File: config.mk
export PLATFORM = sky130hd
export DESIGN_NAME = pc_fetch_unit
export DESIGN_NICKNAME = d
export VERILOG_FILES = /design/src/rtl/pc_fetch_unit.sv
export SDC_FILE = /design/constraint.sdc
export NUM_CORES = 1
export LEC_CHECK = 0
export ABC_CLOCK_PERIOD_IN_PS = 2400
export CAP_MARGIN = 30
export CELL_PAD_IN_SITES_DETAIL_PLACEMENT = 0
export CELL_PAD_IN_SITES_GLOBAL_PLACEMENT = 2
export CORE_AREA = 2 2 114 198
export CTS_CLUSTER_SIZE = 20
export DETAILED_ROUTE_END_ITERATION = 8
export DIE_AREA = 0 0 116 200
export GPL_TIMING_DRIVEN = 0
export PLACE_DENSITY_LB_ADDON = 0.1
export RECOVER_POWER = 50
export SYNTH_ARGS = -nofsm -noshare
export SYNTH_HDL_FRONTEND = slang
export SYNTH_SLANG_ARGS = --single-unit
File: constraint.sdc
create_clock -name clk -period 2.4 [get_ports clk]
set_input_delay 0.48 -clock clk [delete_from_list [all_inputs] [get_ports clk]]
set_output_delay 0.48 -clock clk [all_outputs]
set_load 0.02 [all_outputs]
File: src/rtl/pc_fetch_unit.sv
// rtl/pc_fetch_unit.sv - program counter owner and single-outstanding instruction fetcher
//
// Keeps the PC, issues one instruction-memory request at a time, applies
// branch redirects, drops stale responses, and presents fetched words to
// decode through a one-entry valid/ready output register.
//
// Ports:
//   clk, rst             clock, synchronous active-high reset
//   redirect_valid/pc    taken-branch pulse and target
//   imem_req_*           fetch request (valid/ready, word-aligned address)
//   imem_rsp_*           fetch response (valid, instruction data)
//   if_valid/pc/instr    output slot towards decode
//   if_ready             decode accepts the slot
//   fetch_misalign       sticky: a redirect target was not 4-byte aligned
module pc_fetch_unit #(
  parameter logic [31:0] RESET_PC  = 32'h0000_0000,
  parameter logic [31:0] NOP_INSTR = 32'h0000_0013
) (
  input  logic        clk,
  input  logic        rst,
  input  logic        redirect_valid,
  input  logic [31:0] redirect_pc,
  output logic        imem_req_valid,
  output logic [31:0] imem_req_addr,
  input  logic        imem_req_ready,
  input  logic        imem_rsp_valid,
  input  logic [31:0] imem_rsp_data,
  output logic        if_valid,
  output logic [31:0] if_pc,
  output logic [31:0] if_instr,
  input  logic        if_ready,
  output logic        fetch_misalign
);

  typedef enum logic [1:0] {
    S_REQ  = 2'd0,
    S_WAIT = 2'd1,
    S_HALT = 2'd2
  } state_t;

  state_t      state_q, state_n;
  logic [31:0] pc_q, pc_n;
  logic        kill_q, kill_n;       // one stale response still to be dropped
  logic        halt_q, halt_n;       // enter S_HALT once the stale response drains
  logic        hold_q, hold_n;       // request shown last cycle but not accepted
  logic [31:0] req_addr_q, req_addr_n;
  logic        if_valid_q, if_valid_n;
  logic [31:0] if_pc_q, if_pc_n;
  logic [31:0] if_instr_q, if_instr_n;
  logic        misalign_q, misalign_n;

  logic        slot_free;
  logic        req_fire;
  logic        pending_after;
  logic        misalign_redir;
  logic [31:0] raw_addr;

  // A shown request must stay put until accepted, so it bypasses the
  // slot-free gate and keeps its latched address across redirects.
  assign slot_free      = !if_valid_q || if_ready;
  assign imem_req_valid = !rst && (state_q == S_REQ) && (hold_q || slot_free);
  assign raw_addr       = hold_q ? req_addr_q : pc_q;
  assign imem_req_addr  = {raw_addr[31:2], 2'b00};
  assign req_fire       = imem_req_valid && imem_req_ready;
  assign misalign_redir = redirect_valid && (redirect_pc[1:0] != 2'b00);

  // A request is in flight after this edge if we are still waiting for its
  // response, or one is being (or will later be) accepted from S_REQ.
  assign pending_after  = ((state_q == S_WAIT) && !imem_rsp_valid) || imem_req_valid;

  assign if_valid       = if_valid_q;
  assign if_pc          = if_pc_q;
  assign if_instr       = if_instr_q;
  assign fetch_misalign = misalign_q;

  always_ff @(posedge clk) begin
    if (rst) begin
      state_q    <= S_REQ;
      pc_q       <= RESET_PC;
      kill_q     <= 1'b0;
      halt_q     <= 1'b0;
      hold_q     <= 1'b0;
      req_addr_q <= RESET_PC;
      if_valid_q <= 1'b0;
      if_pc_q    <= 32'h0000_0000;
      if_instr_q <= NOP_INSTR;
      misalign_q <= 1'b0;
    end else begin
      state_q    <= state_n;
      pc_q       <= pc_n;
      kill_q     <= kill_n;
      halt_q     <= halt_n;
      hold_q     <= hold_n;
      req_addr_q <= req_addr_n;
      if_valid_q <= if_valid_n;
      if_pc_q    <= if_pc_n;
      if_instr_q <= if_instr_n;
      misalign_q <= misalign_n;
    end
  end

  always_comb begin
    state_n    = state_q;
    pc_n       = pc_q;
    kill_n     = kill_q;
    halt_n     = halt_q;
    hold_n     = imem_req_valid && !imem_req_ready;
    req_addr_n = imem_req_addr;
    if_valid_n = if_valid_q;
    if_pc_n    = if_pc_q;
    if_instr_n = if_instr_q;
    misalign_n = misalign_q;

    if (if_valid_q && if_ready) begin
      if_valid_n = 1'b0;
      if_instr_n = NOP_INSTR;
    end

    if (redirect_valid) begin
      // Redirect overrides everything: any response this cycle is dropped
      // and the slot is flushed even if decode is taking it.
      pc_n       = redirect_pc;
      if_valid_n = 1'b0;
      if_instr_n = NOP_INSTR;
      kill_n     = pending_after;
      halt_n     = misalign_redir;
      if (misalign_redir) begin
        misalign_n = 1'b1;
      end
      if (pending_after) begin
        state_n = (imem_req_valid && !imem_req_ready) ? S_REQ : S_WAIT;
      end else begin
        state_n = misalign_redir ? S_HALT : S_REQ;
      end
    end else begin
      case (state_q)
        S_REQ: begin
          if (req_fire) begin
            state_n = S_WAIT;
          end
        end
        S_WAIT: begin
          if (imem_rsp_valid) begin
            if (kill_q) begin
              kill_n  = 1'b0;
              halt_n  = 1'b0;
              state_n = halt_q ? S_HALT : S_REQ;
            end else begin
              if_valid_n = 1'b1;
              if_pc_n    = pc_q;
              if_instr_n = imem_rsp_data;
              pc_n       = pc_q + 32'd4;
              state_n    = S_REQ;
            end
          end
        end
        S_HALT: begin
          state_n = S_HALT;
        end
        default: begin
          state_n = S_REQ;
        end
      endcase
    end
  end

endmodule

==> parameters.txt <==
Parameter                              Value

Drt
  DRC errors left ... 0
  DRT antenna net count ... 0
  Avg Vias per Cell ... 4.81
  Average wire per standard cell ... 17.8 um
  Length of the first detailed-routing pass in iterations ... 4
  Post-Route WL ... 20.8 mm
  Number of DRC markers after the initial detailed-route iteration ... 232
  Via total after detailed routing ... 5631

Clock tree
  Buffer cell driving the clock tree root ... sky130_fd_sc_hd__clkbuf_16
  Total number of H-tree levels ... 4
  Number of clock sinks seen by CTS ... 133
  Clock insertion delay at the later pin of the skew report ... 0.43 ns
  Number of CTS-inserted buffers ... 17
  Number of hold-repair buffers added at the cts stage ... 0
  TritonCTS clock tree ... yes
  Post-CTS setup buffers ... 0
  Clock transition at the registers of the reported paths ... 0.06 ns
  Maximum count of clock buffers along a single path ... 2

Timing
  Final critical-path setup slack ... 0.117 ns
  Unrepaired setup endpoints after global routing ... true
  Setup violation total in the final timing report ... 0
  Fin crit period ... 2.28 ns
  Final hold violations ... 0
  Final worst-path cycle share ... 0.951
  Worst-Margin Slew ... 0.669 ns
  Max-slew headroom at the worst pin ... 0.554
  Max Transition Viols Final ... 0
  Worst Clk Skew ... 0.00929 ns
  Fmax ... 438 MHz

Outcome
  Result of the run ... completed

Floorplan
  Y dimension of the die ... 200 um
  Die X-Extent ... 116 um
  Effective utilization at floorplan ... 0.266
  Die ar. ... 0.0232 sq mm
  Std-Cell Core Area ... 0.0215 sq mm
  Number of rows created at floorplan ... 71
  Total I/O pin count ... 169

Global route
  Largest net degree at the start of global routing ... 17
  GRT Overall Usage ... 0.184
  Global-route congestion overflow total ... 0
  Antenna violations before repair ... 0
  Wire length of the first global-routing pass ... 31.9 mm
  Number of global-route vias before repair ... 5804

Synthesis
  Most common flop cell mapped by yosys ... sky130_fd_sc_hd__dfxtp_1
  Post-synth design cell area ... 0.00573 sq mm
  Most common cell in the netlist ... sky130_fd_sc_hd__dfxtp_1
  Largest area contributor in the netlist ... sky130_fd_sc_hd__dfxtp_1
  Sequential element share of the synthesized area ... 0.465
  Synth top area share ... 0.465
  Count of flip-flops with a built-in enable after synthesis ... 0
  Syn avg cell area ... 8.41 sq um
  Number of distinct library cells after synthesis ... 55
  Post-synthesis sequential element count ... 133
  Async SR Flop Fraction ... 0
  Leading post-synthesis cells by cell area ... sky130_fd_sc_hd__dfxtp_1 (46%), sky130_fd_sc_hd__nand2_1 (7.9%), sky130_fd_sc_hd__a21oi_1 (6.2%)
  Ranking of synthesized cells by instance count ... sky130_fd_sc_hd__dfxtp_1 (133), sky130_fd_sc_hd__nand2_1 (121), sky130_fd_sc_hd__a21oi_1 (71)
  Post-Syn Instances ... 681
  Total of warnings raised by yosys ... 0

Power
  Peak supply drop ... 0.356 mV
  Power density of the placed cells ... 721 mW/mm^2
  Total power ... 6.10 mW
  Static power due to leakage ... 3.25 nW

Worst setup path
  Critical Path Sink Type ... flip-flop
  Arrival time of the worst setup path ... 2.65 ns
  Endpoint required time on the critical path ... 2.77 ns
  Crit Path Category ... in2reg
  CP max FO ... 10
  Longest individual stage delay on the worst path ... 0.55 ns
  Type of element launching the critical path ... input port
  Crit-path cells ... clkdlybuf4s50_1, and4bb_1, clkbuf_2, nand4_2, buf_2, o41ai_1, o211a_1
  Cell with the largest stage delay on the worst path ... sky130_fd_sc_hd__clkdlybuf4s50_1

Placed design
  Input/output buffers ... 166
  Routability congestion estimate from global placement ... 0.807
  Placed instance count ... 1140
  Worst-case setup slack after placement ... -0.635 ns
  HPWL Detailed ... 15.6 mm

Finish
  Final core utilization ... 0.393
  Ratio of cells with drive above 1 in the final layout ... 0.0888
  Count of antenna diodes in the layout ... 0
  Number of cells in the finished layout apart from fillers ... 1170
  Area overhead of the layout relative to synthesis ... 47.6%
  Layout net count ... 936

Min path
  Type of the most critical hold path ... reg2reg

Flow run
  Maximum Capacitance Violations ... 0
## per-stage QoR
stage | TNS [ns] | hold WS, ns | instance area (sq um)
2_1_floorplan | 0 | 0.431 | 5730
3_3_place_gp | -38.69 | 0.442 | 7760
3_5_place_dp | -42.40 | 0.448 | 7760
4_1_cts | 0 | 0.456 | 8440
5_1_grt | -0.00340 | 0.461 | 8450
6_report | 0 | 0.449 | 8450
## cells by family (layout without fill, tap and decap cells)
family	Yosys count	count (layout)	synth area share
DFF	133	133	0.465
adders and majority gates	1	1	0.00218
other	1	2	0.000655
and+or+nand+nor	306	306	0.271
xor gates and xnor gates	8	8	0.0122
buffers and inverters	71	267	0.0492
muxes	30	30	0.0586
AOI/OAI and AO/OA	131	131	0.142
## timing repair
action | in CTS | in global routing
endpoints found under the hold margin | 0 | 0
gates resized for setup | 42 | 5
endpoints found under the setup margin | 45 | 38
## registers in the layout (all words and copies together) (netlist names)
| register | flops |
|---|---|
| if_instr | 32 |
| if_pc | 32 |
| pc_q | 32 |
| req_addr_q | 30 |
| state_q | 2 |
| fetch_misalign | 1 |
| halt_q | 1 |
| hold_q | 1 |
| if_valid | 1 |
| kill_q | 1 |
## worst max-delay path: cells and delay by family
| kind | cells | cell delay, ns |
|---|---|---|
| simple gates | 2 | 0.46 |
| buf+inv | 3 | 1.05 |
| compound gates | 2 | 0.65 |
## cell type report
class,count,area (sq um)
plain buffers,53,249
clock buffers,19,443
clock inverters,13,253
fillers,2296,13000
inverters,16,60.1
multi-input cells,478,2790
flip-flops and latches,133,2660
well taps,292,365
repair buffers,166,1620
## report_power, final
part,switching (mW),internal (mW)
combinational,0.328,0.295
clock,1.02,2.08
sequential,0.0849,2.29
total,1.43,4.66
## worst paths after layout
| path | startpoint | endpoint | cells past startpoint | slack, ns |
|---|---|---|---|---|
| min | if_pc[20] | if_pc[20] | 2 | 0.45 |
| max | imem_rsp_valid | pc_q[25] | 7 | 0.12 |
| min reg2reg | if_pc[20] | if_pc[20] | 2 | 0.45 |
| max reg2reg | pc_q[6] | pc_q[25] | 5 | 0.27 |
## routing by layer
| metal | vias to the layer above | wire length [um] | global-route usage |
|---|---|---|---|
| met5 | - | 0 | 0 |
| met1 | 2693 | 7860 | 0.185 |
| met4 | 0 | 310 | 0.0714 |
| li1 | 2767 | - | - |
| met3 | 16 | 1190 | 0.0550 |
| met2 | 155 | 11400 | 0.347 |
## cells in the final DEF, fill, tap and decap left out, drive strengths merged, types with 5 or more instances in the layout
cell type	n
o21ai	13
nand2	121
nor2	30
or4	7
buf	7
dlygate4sd3	66
a2111oi	9
bufinv	7
and4	13
and2	5
and3	5
a21oi	71
nor2b	37
clkbuf	65
dlygate4sd2	30
nand4	11
xor2	5
nor4	9
dfxtp	133
a311oi	10
clkdlybuf4s50	70
inv	16
mux2	28
nor3	12
a211oi	11
nand3	41
Power figures use the tool's default switching activity.
